## config.mk

```make
export PLATFORM = sky130hd
export DESIGN_NAME = handshake_rr_arbiter_flat
export DESIGN_NICKNAME = d
export VERILOG_FILES = /design/src/rtl/handshake_rr_arbiter_if.sv /design/src/rtl/handshake_rr_arbiter.sv /design/src/flat_wrapper.sv
export SDC_FILE = /design/constraint.sdc
export NUM_CORES = 1
export LEC_CHECK = 0
export BUFFER_PORTS_ARGS = -buffer_cell sky130_fd_sc_hd__buf_2
export CORE_MARGIN = 2
export CORE_UTILIZATION = 55
export DETAILED_ROUTE_END_ITERATION = 8
export GPL_ROUTABILITY_DRIVEN = 0
export PLACE_DENSITY = 0.85
export REMOVE_ABC_BUFFERS = 1
export SLEW_MARGIN = 10
export SYNTH_ARGS = -nofsm -noshare
export SYNTH_HDL_FRONTEND = slang
export SYNTH_SLANG_ARGS = --single-unit
```

## constraint.sdc

```tcl
create_clock -name clk -period 3.7 [get_ports clk]
set_input_delay 0.185 -clock clk [delete_from_list [all_inputs] [get_ports clk]]
set_output_delay 0.185 -clock clk [all_outputs]
set_load 0.05 [all_outputs]
```

## src/rtl/handshake_rr_arbiter_if.sv

```systemverilog
// Bundle for the round-robin handshake arbiter: N producer channels in, one tagged stream out.
//
// Handshake: a beat moves on a channel at a rising clk edge where that channel's valid and
// ready are both high. A producer keeps valid and data stable until the beat is taken. Ready
// may depend combinationally on valid, but valid never waits on ready.
interface handshake_rr_arbiter_if #(
    parameter int DATA_WIDTH  = 32,
    parameter int NUM_CHANNEL = 2
);
    localparam int ChannelWidth = (NUM_CHANNEL >= 2) ? $clog2(NUM_CHANNEL) : 1;

    logic [NUM_CHANNEL*DATA_WIDTH-1:0] in_data;
    logic [NUM_CHANNEL-1:0]            in_valid;
    logic [NUM_CHANNEL-1:0]            in_ready;
    logic [DATA_WIDTH-1:0]             out_data;
    logic [ChannelWidth-1:0]           out_channel;
    logic                              out_valid;
    logic                              out_ready;
    // Observation of the skid stage as {main_valid, skid_valid}.
    logic [1:0]                        skid_state;

    // master: the arbiter itself; slave: the producers and the consumer around it.
    modport master (
        input  in_data, in_valid, out_ready,
        output in_ready, out_data, out_channel, out_valid, skid_state
    );
    modport slave (
        output in_data, in_valid, out_ready,
        input  in_ready, out_data, out_channel, out_valid, skid_state
    );
endinterface

```

## src/rtl/handshake_rr_arbiter.sv

```systemverilog
// Round-robin merge of NUM_CHANNEL ready/valid producers into one stream, with a
// registered two-entry skid stage so out_valid/out_data come straight from flops.
module handshake_rr_arbiter #(
    parameter int DATA_WIDTH  = 32,
    parameter int NUM_CHANNEL = 2
) (
    input logic                    clk,
    input logic                    rst,
    handshake_rr_arbiter_if.master bus
);
    localparam int ChannelWidth = (NUM_CHANNEL >= 2) ? $clog2(NUM_CHANNEL) : 1;

    // Skid stage states, encoded as {main_valid, skid_valid}; 2'b01 is unreachable.
    localparam logic [1:0] EMPTY = 2'b00;
    localparam logic [1:0] FULL1 = 2'b10;
    localparam logic [1:0] FULL2 = 2'b11;

    logic [ChannelWidth-1:0] rr_ptr;
    logic [ChannelWidth-1:0] next_ptr;
    logic [ChannelWidth-1:0] grant_idx;
    logic [NUM_CHANNEL-1:0]  grant;
    logic [DATA_WIDTH-1:0]   grant_data;
    logic                    any_valid;
    logic                    accept;

    logic                    main_valid;
    logic                    skid_valid;
    logic [DATA_WIDTH-1:0]   main_data;
    logic [DATA_WIDTH-1:0]   skid_data;
    logic [ChannelWidth-1:0] main_channel;
    logic [ChannelWidth-1:0] skid_channel;

    // Pick the valid channel closest to rr_ptr going upward with wrap, and mux its payload.
    always_comb begin
        int best_off;
        int off;
        best_off   = NUM_CHANNEL;
        off        = 0;
        grant_idx  = '0;
        grant      = '0;
        grant_data = '0;
        any_valid  = |bus.in_valid;
        for (int c = 0; c < NUM_CHANNEL; c++) begin
            off = c - int'(rr_ptr);
            if (off < 0) off = off + NUM_CHANNEL;
            if (bus.in_valid[c] && (off < best_off)) begin
                best_off  = off;
                grant_idx = ChannelWidth'(c);
            end
        end
        for (int c = 0; c < NUM_CHANNEL; c++) begin
            if (any_valid && (int'(grant_idx) == c)) begin
                grant[c]   = 1'b1;
                grant_data = bus.in_data[c*DATA_WIDTH +: DATA_WIDTH];
            end
        end
    end

    // Pointer advances past the channel just served; a single channel always wraps to 0.
    assign next_ptr = (grant_idx == ChannelWidth'(NUM_CHANNEL - 1)) ? '0 : grant_idx + 1'b1;

    // Nothing is offered while the skid entry is occupied or reset is held.
    assign bus.in_ready = grant & {NUM_CHANNEL{!skid_valid && !rst}};
    assign accept       = any_valid && !skid_valid && !rst;

    assign bus.out_valid   = main_valid;
    assign bus.out_data    = main_data;
    assign bus.out_channel = main_channel;
    assign bus.skid_state  = {main_valid, skid_valid};

    // Round-robin pointer: moves only when a beat is taken.
    always_ff @(posedge clk or posedge rst) begin
        if (rst) begin
            rr_ptr <= '0;
        end else if (accept) begin
            rr_ptr <= next_ptr;
        end
    end

    // Skid stage: main holds the head beat, skid catches one beat taken during a stall.
    always_ff @(posedge clk or posedge rst) begin
        if (rst) begin
            main_valid   <= 1'b0;
            skid_valid   <= 1'b0;
            main_data    <= '0;
            main_channel <= '0;
            skid_data    <= '0;
            skid_channel <= '0;
        end else begin
            case ({main_valid, skid_valid})
                EMPTY: begin
                    if (accept) begin
                        main_valid   <= 1'b1;
                        main_data    <= grant_data;
                        main_channel <= grant_idx;
                    end
                end
                FULL1: begin
                    if (bus.out_ready) begin
                        if (accept) begin
                            main_data    <= grant_data;
                            main_channel <= grant_idx;
                        end else begin
                            main_valid <= 1'b0;
                        end
                    end else if (accept) begin
                        skid_valid   <= 1'b1;
                        skid_data    <= grant_data;
                        skid_channel <= grant_idx;
                    end
                end
                FULL2: begin
                    if (bus.out_ready) begin
                        main_data    <= skid_data;
                        main_channel <= skid_channel;
                        skid_valid   <= 1'b0;
                    end
                end
                default: begin
                    // Unreachable encoding: drop the orphan skid entry.
                    skid_valid <= 1'b0;
                end
            endcase
        end
    end
endmodule

```

## src/flat_wrapper.sv

```systemverilog
// flat-port wrapper written by rule: the top's interface ports become plain ports
module handshake_rr_arbiter_flat 
#(
    parameter int DATA_WIDTH  = 32,
    parameter int NUM_CHANNEL = 2
)
  (clk, rst, bus_in_data, bus_in_valid, bus_out_ready, bus_in_ready, bus_out_data, bus_out_channel, bus_out_valid, bus_skid_state);
  handshake_rr_arbiter_if #(.DATA_WIDTH(DATA_WIDTH), .NUM_CHANNEL(NUM_CHANNEL)) bus_i ();
  input logic clk;
  input logic rst;
  input wire logic [$bits(bus_i.in_data)-1:0] bus_in_data;
  input wire logic [$bits(bus_i.in_valid)-1:0] bus_in_valid;
  input wire logic [$bits(bus_i.out_ready)-1:0] bus_out_ready;
  output wire logic [$bits(bus_i.in_ready)-1:0] bus_in_ready;
  output wire logic [$bits(bus_i.out_data)-1:0] bus_out_data;
  output wire logic [$bits(bus_i.out_channel)-1:0] bus_out_channel;
  output wire logic [$bits(bus_i.out_valid)-1:0] bus_out_valid;
  output wire logic [$bits(bus_i.skid_state)-1:0] bus_skid_state;
  assign bus_i.in_data = bus_in_data;
  assign bus_i.in_valid = bus_in_valid;
  assign bus_i.out_ready = bus_out_ready;
  assign bus_in_ready = bus_i.in_ready;
  assign bus_out_data = bus_i.out_data;
  assign bus_out_channel = bus_i.out_channel;
  assign bus_out_valid = bus_i.out_valid;
  assign bus_skid_state = bus_i.skid_state;
  handshake_rr_arbiter #(.DATA_WIDTH(DATA_WIDTH), .NUM_CHANNEL(NUM_CHANNEL)) u_core (.clk(clk), .rst(rst), .bus(bus_i));
endmodule
```

# Word level (Yosys, flattened, before mapping)
# Cells that the tools add are included.
[totals]
ff_bits = 69
inputBits = 69
out_inout_bits = 38
word_cells = 69
[op_classes]
add_sub_neg = 5
magnitude_cmp = 4
eq_ne = 8
muxes = 24
bitwise_logic = 4
n_reduce_logical = 17
[ops]
columns = ["operator", "count"]
rows = [
  ["$mux W32", 8],
  ["$pmux W32 S3", 1],
  ["$add A32 B3 Y32 const B", 2],
  ["$lt A32 B1 Y1 const B", 2],
  ["$lt A32 B3 Y1 const B", 1],
  ["$lt A32 B32 Y1", 1],
  ["$mux W1", 12],
  ["$ne A2 B2 Y1 const B", 4],
  ["$reduce_and A4 Y1", 2],
  ["$logic_and A1 B1 Y1", 7],
  ["$pmux W1 S3", 2],
  ["$reduce_and A3 Y1", 2],
  ["$eq A2 B2 Y1 const B", 2],
  ["$ne A2 B1 Y1 const B", 2],
  ["$sub A1 B1 Y2 const A", 2],
  ["$not A1 Y1", 3],
  ["$reduce_bool A3 Y1", 1],
  ["$and A2 B2 Y2", 1],
  ["$logic_not A1 Y1", 2],
  ["$logic_not A2 Y1", 1],
  ["$pmux W1 S2", 1],
  ["$reduce_bool A2 Y1", 1],
  ["$reduce_or A2 Y1", 1],
  ["$add A1 B1 Y1 const B", 1],
]

# Logic depth before layout (Yosys ltp)
# Gate-level depths: netlist (run 1).
[logic_depth]
ltp_word = 16
depth_mapped = 5
mapped_depth_nobuf = 3

# Least setup slack after synthesis (run 1)
# Ideal clock, no wire load.
[synth_timing]
path_kind = "reg2out"
start = "register u_core.rr_ptr"
end = "output port bus_in_ready[1]"
arrival_ns = 1.924
required_time_ns = 3.515
setup_slack_ns = 1.591
path_stages_with_launch = 6
path_buffers = 2
path_cell_list = "dfrtp_1 nand2b_1 buf_2 buf_2 nand2_1 nor3_1"
[synth_between]
elab_chain_cells = 12
word_cells_on_any_way = 17
cone_classes = "4 x add/sub; 4 x order compare; 5 x mux; 1 x bitwise; 3 x reduce/logical"
[synth_rtl]
columns = ["element", "line_no", "rtl"]
rows = [
  ["start, declared", "handshake_rr_arbiter.sv:18", "logic [ChannelWidth-1:0] rr_ptr;"],
  ["start signal, assigned", "handshake_rr_arbiter.sv:76", "rr_ptr <= next_ptr;"],
  ["$sub A1 B1 Y2", "handshake_rr_arbiter.sv:44", "off = c - int'(rr_ptr);"],
  ["$add A32 B3 Y32 or $lt A32 B1 Y1 (tied branches)", "handshake_rr_arbiter.sv:45", "if (off < 0) off = off + NUM_CHANNEL;"],
  ["$mux W32", "handshake_rr_arbiter.sv:45", ""],
  ["$lt A32 B3 Y1", "handshake_rr_arbiter.sv:46", "if (bus.in_valid[c] && (off < best_off)) begin"],
  ["$logic_and A1 B1 Y1", "handshake_rr_arbiter.sv:46", ""],
  ["$mux W32", "handshake_rr_arbiter.sv:46", ""],
  ["$lt A32 B32 Y1 (*)", "handshake_rr_arbiter.sv:46", ""],
  ["$logic_and A1 B1 Y1 (*)", "handshake_rr_arbiter.sv:46", ""],
  ["$mux W1 (*)", "handshake_rr_arbiter.sv:46", ""],
  ["$logic_and A1 B1 Y1 (*)", "handshake_rr_arbiter.sv:52", "if (any_valid && (int'(grant_idx) == c)) begin"],
  ["$mux W1 (*)", "handshake_rr_arbiter.sv:52", ""],
  ["$and A2 B2 Y2 (*)", "handshake_rr_arbiter.sv:63", "assign bus.in_ready = grant & {NUM_CHANNEL{!skid_valid && !rst}};"],
  ["end, declared", "flat_wrapper.sv:14", "output wire logic [$bits(bus_i.in_ready)-1:0] bus_in_ready;"],
]
# Every way passes the cells marked *; elsewhere a longest branch is shown, timed or not.

# Worst setup path after layout (run 1)
[layout_timing]
start = "register u_core.rr_ptr"
end = "output port bus_in_ready[0]"
[layout_between]
elab_chain_cells = 13
word_cells_on_any_way = 18
cone_classes = "4 x add/sub; 4 x order compare; 5 x mux; 2 x bitwise; 3 x reduce/logical"
[layout_rtl]
columns = ["element", "line_no"]
rows = [
  ["$sub A1 B1 Y2", "handshake_rr_arbiter.sv:44"],
  ["$add A32 B3 Y32 or $lt A32 B1 Y1 (tied branches)", "handshake_rr_arbiter.sv:45"],
  ["$mux W32", "handshake_rr_arbiter.sv:45"],
  ["$lt A32 B3 Y1", "handshake_rr_arbiter.sv:46"],
  ["$logic_and A1 B1 Y1", "handshake_rr_arbiter.sv:46"],
  ["$mux W32", "handshake_rr_arbiter.sv:46"],
  ["$lt A32 B32 Y1 (*)", "handshake_rr_arbiter.sv:46"],
  ["$logic_and A1 B1 Y1 (*)", "handshake_rr_arbiter.sv:46"],
  ["$mux W1 (*)", "handshake_rr_arbiter.sv:46"],
  ["$not A1 Y1 (*)", "handshake_rr_arbiter.sv:52"],
  ["$logic_and A1 B1 Y1 (*)", "handshake_rr_arbiter.sv:52"],
  ["$mux W1 (*)", "handshake_rr_arbiter.sv:52"],
  ["$and A2 B2 Y2 (*)", "handshake_rr_arbiter.sv:63"],
]
# Marked as above.

==> results of run 1 <==
how the worst min path moves through the flow:
stage                            from                endpoint  slack [ps]  depth (start not counted)
6_report               bus_in_data[9]     u_core.skid_data[9]         170                          3
3_3_place_gp   u_core.bus.out_channel  u_core.bus.out_channel         470                          1
2_1_floorplan         bus_in_valid[1]           u_core.rr_ptr         280                          1
4_1_cts                bus_in_data[9]     u_core.skid_data[9]         160                          3
5_1_grt                bus_in_data[0]     u_core.skid_data[0]         170                          3
3_5_place_dp   u_core.bus.out_channel  u_core.bus.out_channel         470                          1
area by class of cell:
type,count,area (um2)
Clock inverter,3,45.04
Multi-Input combinational cell,153,1343
Fill cell,484,2066
Inverter,68,255.2
Sequential cell,69,1727
Clock buffer,12,155.1
Timing Repair Buffer,114,590.6
Tap cell,77,96.34
report_power, final:
part,switching (mW),total [mW],internal (mW)
Combinational,0.752,1.08,0.328
Sequential,0.155,1.16,1.01
Clock,0.278,0.623,0.345
layer usage:
metal	vias to the layer above	routed length [um]
met5	-	0
met4	0	133
met3	13	452
met2	101	4014
met1	1349	3554
li1	1317	-
placed cells by master, fill, tap and decap left out, drive strengths merged, types with 2 or more instances in the layout:
master / count
nand2b: 4
nor2: 34
buf: 114
a31oi: 2
inv: 68
a221oi: 32
mux2i: 33
nand3: 2
dfrtp: 69
clkbuf: 12
clkinvlp: 2
a32oi: 32
kinds of logic after synthesis:
logic type / after synthesis / synth area share, %
AND/OR/NAND/NOR: 47 / 6.565
AO/OA/AOI/OAI: 73 / 21.89
multiplexers: 33 / 9.368
buffers and inverters: 95 / 13.20
flip-flops: 69 / 48.97
registers in the layout (all words and copies together) (netlist names):
name,flops
u_core.bus.out_channel,1
u_core.bus.out_data,32
u_core.bus.out_valid,1
u_core.rr_ptr,1
u_core.skid_channel,1
u_core.skid_data,32
u_core.skid_valid,1
through the flow:
stage                     TNS [ps]  total power, mW  util, %  instance area, um2
after floorplan             -23810            1.956        -                3316
after global placement           0            2.202    63.90                4011
after detailed placement         0            2.252    63.90                4011
after CTS                        0            2.873    67.09                4212
after global routing             0            3.013    67.09                4212
final                            0            2.867    67.09                4212
critical path, cell delays in order, from the launching register on:
cell and delay [ps]:
dfrtp_1 410, a21boi_2 630, buf_4 350, and2_1 150, buf_2 250
==> metrics, run 1 <==
Avg Inst Size Synth=11.12 um2; Async SR Flop Fraction=100.0%; grt met2 use=38.74%; Root Buffer=clkbuf_8; Hold Buf Count CTS=0; Num CTS Buffers=9; R2R Path End=u_core.bus.out_data[29]; TritonCTS clock tree=built; DP Worst Slack=1473 ps; Slew Viols, Final=0; first drt pass iteration count=5; WL final=8155 um; GR Util met1=31.63%; Worst R2R Start=u_core.skid_valid; Non-Filler Instances=496; Pwr Density=680.8 nW/um2; period utilization=62.86%; crit start category=flop; vias per cell=5.605; Antenna Nets Post-Route=0; vias in the first global route=2714; count leader, synth=dfrtp_1; clock latency on the worst-skew pair=330 ps; Finish-stage setup viols=0; largest net degree at the start of global routing=51; clk sinks=69; global route hottest layer=met2; share of layout cells above drive strength 1=37.23%; share of the synthesized area in the top cell type=48.97%; Core Region=6277 um2; GRT Overall Usage=23.53%; reg2reg path depth=3; clk_skew=7.832 ps; met3 Use GR=3.858%; top_reg_cell synth=dfrtp_1; final worst slack=1374 ps; post-synthesis cell count=317; 1st-iter DRT viols=232; RSZ-0062 raised after global routing=no; Final Hold Viols=0; DRC Markers=0; Die W=84.07 um; Setup CP Type=reg -> out; Resized cells post-CTS=0; number of top-level pins=107; flops & latches, synth=69; top post-synthesis cells by count=dfrtp_1 (69), inv_1 (68), nor2_1 (34); Worst-Margin Slew=1016 ps; Cells after DPL=481; Max clock buf depth=2; status=complete, no violations; synth warn=0; worst vdd ir=0.4000 mV; port bufs=106; Cell variety after synth=30; Pleak=2.047 nW; H-tree levels=3; max cap viols=0; Nets=484; Antenna Cells=0; initial core utilization=56.17%; antenna violations before repair=0; Hold WS=174.0 ps; crit path max fanout=17; setup repair bufs after CTS=0; cell taking the most area after synthesis=dfrtp_1; top cells by area, synth=dfrtp_1 (49%), mux2i_1 (9.4%), a221oi_2 (8.5%), a32oi_1 (7.9%), inv_1 (7.2%); via count=2780; CP Capture Point=bus_in_ready[0]; fin crit period=2326 ps; Critical path origin=u_core.rr_ptr; critical path data required time=3510 ps; CP arrival=2140 ps; num rows=29; Detailed Place HPWL=5428 um; Routed WL per cell=16.44 um; Post-Syn Area=3526 um2; die area=7067 um2; max frequency=430.0 MHz; r2r setup slk=1560 ps; EDFF count, synth=0; Min-Delay Path Class=in -> reg; synthesis-to-finish area growth=19.45%; first-pass GRT wire length=13120 um; CP endpoint kind=output pin; sequential fraction of the synthesis area=48.97%; grt total ovfl=0; clock-pin slew on the worst setup and hold paths=70 ps; slew margin rel.=32.17%; Die Ht=84.07 um
(Power assumes the default switching activity.)
==> run 2: changes to the inputs <==
CORE_UTILIZATION = 52   (was 55)
PLACE_DENSITY = 0.81   (was 0.85)
clock period = 2.31 ns   (was 3.7 ns; I/O delays follow)
==> run 2 against run 1 <==
Power grew 62%. Highest routed layer unchanged. Cell area grew 1.5%. Critical path type is now reg -> reg. Wire length shrank 0.50%.
==> metrics, run 2 (synthesized netlist as in run 1, its figures left out) <==
RSZ-0062 raised after global routing=no; top layer in use=met4; Non-Filler Instances=503; Antenna Cells=0; final setup TNS=0 ps; grt total ovfl=0; Final Hold Viols=0; clock latency on the worst-skew pair=340 ps; WL final=8114 um; CP Cell Sequence=nand2b_1, nand4_4, a221oi_1; CP endpoint kind=flop; max cap viols=0; die area=7455 um2; setup repair bufs after CTS=0; status=complete, no violations; fin crit period=2127 ps; Nets=487; crit-path max cell delay=640 ps; internal power component=2.741 mW; DRC Markers=0; port bufs=106; Routed WL per cell=16.13 um; crit start category=flop; Num CTS Buffers=9; number of top-level pins=107; met3 wire len=396 um; P_sw=1.899 mW; final worst slack=182.8 ps; first drt pass iteration count=4; critical path data required time=2530 ps; via count=2783; Cells after DPL=486; Switching Share=40.93%; first-pass GRT wire length=12990 um; Comb power frac=37.6%; vias per cell=5.533; worst vdd ir=0.4999 mV; share of layout cells above drive strength 1=37.59%; Clk network pwr share=22.3%; Resized cells post-CTS=0; 1st-iter DRT viols=199; TritonCTS clock tree=built; Pwr Total=4.639 mW; crit-path leading delay family=simple AND/OR/NAND/NOR gates; Finish-stage setup viols=0; max frequency=470.1 MHz; largest net degree at the start of global routing=37; DP Worst Slack=205.0 ps; CP arrival=2350 ps; Crit-path slowest cell=dfrtp_1; vias in the first global route=2616; period utilization=92.08%; synthesis-to-finish area growth=21.29%; crit path max fanout=33; Hold WS=95.95 ps; Setup CP Type=reg -> reg; Min-Delay Path Class=in -> reg; H-tree levels=3; Core Region=6681 um2; Root Buffer=clkbuf_8; CP bufs+invs=0; clock-pin slew on the worst setup and hold paths=80 ps; clk sinks=69; met1 wire length=3596 um; initial core utilization=52.77%; Pwr Density=1085 nW/um2; Pleak=2.079 nW; Die Ht=86.35 um; slew margin rel.=51.40%; Slew Viols, Final=0; commonest non-fill, non-tap cells in the layout=buf_2 (106), dfrtp_1 (69), inv_1 (67), nor2_1 (34), mux2i_1 (33); Max clock buf depth=2; clk_skew=6.606 ps; commonest non-fill, non-tap cell in the layout=buf_2; GRT Overall Usage=22.74%; sequential power share=40.1%; Worst-Margin Slew=727.6 ps; Die W=86.35 um; Antenna Nets Post-Route=0; num rows=30; antenna violations before repair=0; Detailed Place HPWL=5601 um; routed wl met2=3912 um
[run 2: cell types whose count changed in the layout (fill, tap and decap cells not counted), sizes merged]
cell	delta
clkbuf	+1
dlygate4sd3	+1
clkinv	+1
clkinvlp	-1
buf	+2
[run 2: path summary, 6_finish.rpt]
path | end | cells after the start | slack, ps | start
worst min register to register | u_core.bus.out_channel | 1 | 500 | u_core.bus.out_channel
worst max-delay path | u_core.bus.out_data[18] | 3 | 180 | u_core.skid_valid
max in group asynchronous | u_core.bus.out_data[26] | 4 | 1130 | rst
min in group asynchronous | u_core.bus.out_data[18] | 3 | 530 | rst
worst min-delay path | u_core.skid_data[17] | 3 | 100 | bus_in_data[17]
worst max register to register | u_core.bus.out_data[18] | 3 | 180 | u_core.skid_valid
[run 2: tightest hold or removal path, stage by stage]
cell	delay, ps
buf_2	80
a32oi_1	70
mux2i_1	130
[run 2: cell type report]
cell class	instances	area [um2]
inverter	68	255.2
timing repair buffer	117	640.6
clock buffer	13	168.9
tap	80	100.1
clock inverter	3	42.54
multi-input combinational	153	1343
sequential	69	1727
fill	540	2405
[run 2: per-layer routing]
layer  GRT usage [%]  up-vias
li1                -     1325
met1           30.41     1339
met2           36.36       99
met3           3.619       20
met4           10.94        0
met5               0        -
[run 2: power groups by stage]
| stage | sequential, mW | clock (mW) | combinational (mW) |
|---|---|---|---|
| detailed placement | 1.87 | 0 | 1.75 |
| floorplan | 2.45 | 0 | 0.683 |
| global placement | 1.85 | 0 | 1.69 |
| CTS | 1.86 | 1.05 | 1.76 |
| global route | 1.90 | 1.10 | 1.88 |
| finish | 1.86 | 1.04 | 1.74 |
[run 2: stage by stage]
| stage | cell area, um2 | util [%] |
|---|---|---|
| after detailed placement | 4055 | 60.69 |
| after floorplan | 3316 | - |
| after global routing | 4277 | 64.01 |
| after global placement | 4055 | 60.69 |
| final | 4277 | 64.01 |
| after CTS | 4277 | 64.01 |
[run 2: timing repair]
action,in CTS,in global routing
hold buffers,1,0
endpoints found under the setup margin,0,0
hold endpoints to repair,5,0
==> run 3: changes to the inputs <==
CORE_UTILIZATION = 47   (was 52)
PLACE_DENSITY = 0.77   (was 0.81)
clock period = 1.93 ns   (was 2.31 ns; I/O delays follow)
==> run 3 against run 2 <==
Core utilization decreased by 4.0 points. Non-clock buffer count up 8. Wire length increased by 2.7%. Critical path type is now reg -> out.
==> metrics, run 3 (synthesized netlist as in run 1, its figures left out) <==
top layer in use=met4; Min-Delay Path Class=in -> reg; DRC Markers=0; crit start category=flop; num rows=31; Crit-path slowest cell=dfrtp_1; initial core utilization=48.61%; Worst-Margin Slew=484.5 ps; share of layout cells above drive strength 1=39.07%; setup repair bufs after CTS=0; clk sinks=69; period utilization=90.98%; Die W=90.62 um; clk_skew=10.28 ps; WL final=8337 um; CP arrival=1660 ps; Core Region=7253 um2; met1 wire length=3941 um; Setup CP Type=reg -> out; Routed WL per cell=15.76 um; commonest non-fill, non-tap cell in the layout=buf_2; Comb power frac=39.2%; fin crit period=1756 ps; vias per cell=5.314; clock latency on the worst-skew pair=340 ps; die area=8211 um2; H-tree levels=3; CP endpoint kind=output pin; Antenna Nets Post-Route=0; final worst slack=174.2 ps; clock-pin slew on the worst setup and hold paths=70 ps; Pleak=2.104 nW; internal power component=3.102 mW; CP bufs+invs=2; Die Ht=90.62 um; Detailed Place HPWL=6000 um; RSZ-0062 raised after global routing=no; CP Cell Sequence=nand2b_1, buf_4, nand2_1, nor3_2, buf_4; slew margin rel.=67.70%; port bufs=106; synthesis-to-finish area growth=23.42%; crit-path leading delay family=simple AND/OR/NAND/NOR gates; crit-path max cell delay=430 ps; Max clock buf depth=2; Finish-stage setup viols=0; routed wl met2=3942 um; grt total ovfl=0; r2r setup slk=210 ps; sequential power share=41.1%; P_sw=2.299 mW; Final Hold Viols=0; GRT Overall Usage=20.83%; most frequent CP cell=buf_4; via count=2811; worst vdd ir=0.5039 mV; max frequency=569.5 MHz; Antenna Cells=0; Design Area, Final=4352 um2; status=complete, no violations; Pwr Density=1241 nW/um2; TritonCTS clock tree=built; largest net degree at the start of global routing=34; first drt pass iteration count=4; vias in the first global route=2823; placed cell area=4159 um2; antenna violations before repair=0; Nets=495; 1st-iter DRT viols=147; number of top-level pins=107; crit path max fanout=10; DP Worst Slack=202.6 ps; Root Buffer=clkbuf_8; Slew Viols, Final=0; Clk network pwr share=19.7%; critical path data required time=1830 ps; commonest non-fill, non-tap cells in the layout=buf_2 (105), dfrtp_1 (69), inv_1 (67), nor2_1 (34), mux2i_1 (33); Switching Share=42.57%; Num CTS Buffers=9; met3 wire len=382 um; first-pass GRT wire length=13740 um; Pwr Total=5.401 mW; max cap viols=0
==> run 3: metrics by stage <==
step / util [%] / cells / setup TNS, ps / hold WS (ps)
2_1_floorplan: - / 290 / -106820 / 193.5
4_1_cts: 59.89 / 529 / 0 / 54.24
3_3_place_gp: 57.34 / 513 / 0 / 108.4
6_report: 60.00 / 529 / 0 / 63.64
5_1_grt: 60.00 / 529 / 0 / 70.78
3_5_place_dp: 57.34 / 513 / 0 / 120.4
==> run 3: final timing paths <==
| check | from | to | depth (start not counted) |
|---|---|---|---|
| setup / recovery | u_core.rr_ptr | bus_in_ready[1] | 5 |
| max in group asynchronous | rst | u_core.skid_data[9] | 4 |
| setup reg to reg | u_core.skid_valid | u_core.bus.out_data[11] | 4 |
| hold reg to reg | u_core.bus.out_channel | u_core.bus.out_channel | 1 |
| hold / removal | bus_in_data[28] | u_core.skid_data[28] | 3 |
| min in group asynchronous | rst | u_core.bus.out_data[13] | 3 |
==> run 3: repair_timing <==
item | CTS | global route
gates resized for setup | 0 | 3
endpoints found under the hold margin | 8 | 0
setup endpoints to repair | 0 | 1
hold buffers | 1 | 0
==> run 3: power by group through the flow <==
| stage | logic (mW) | clock network [mW] | registers (mW) |
|---|---|---|---|
| 2_1_floorplan | 0.817 | 0 | 2.93 |
| 3_5_place_dp | 2.13 | 0 | 2.24 |
| 4_1_cts | 2.13 | 1.09 | 2.22 |
| 6_report | 2.12 | 1.07 | 2.22 |
| 5_1_grt | 2.28 | 1.16 | 2.28 |
| 3_3_place_gp | 2.07 | 0 | 2.22 |
==> run 3: metal layers <==
metal | up-vias | global-route usage [%]
met4 | 0 | 5.000
met5 | - | 0
met2 | 72 | 32.77
met3 | 10 | 4.007
li1 | 1341 | -
met1 | 1388 | 29.89
==> run 3: worst reg2reg max path, stage by stage, from the launching register on <==
cell      delay, ps
dfrtp_1         650
nand3_1         450
buf_4           320
nor2_1          140
a221oi_2         50
==> run 3: final cells by class <==
| class | instances | area, um2 |
|---|---|---|
| clock buffer | 10 | 137.6 |
| clock inverter | 5 | 37.54 |
| fill | 616 | 2902 |
| inverter | 68 | 255.2 |
| multi-input combinational | 153 | 1355 |
| sequential | 69 | 1727 |
| tap | 99 | 123.9 |
| timing repair buffer | 125 | 715.7 |
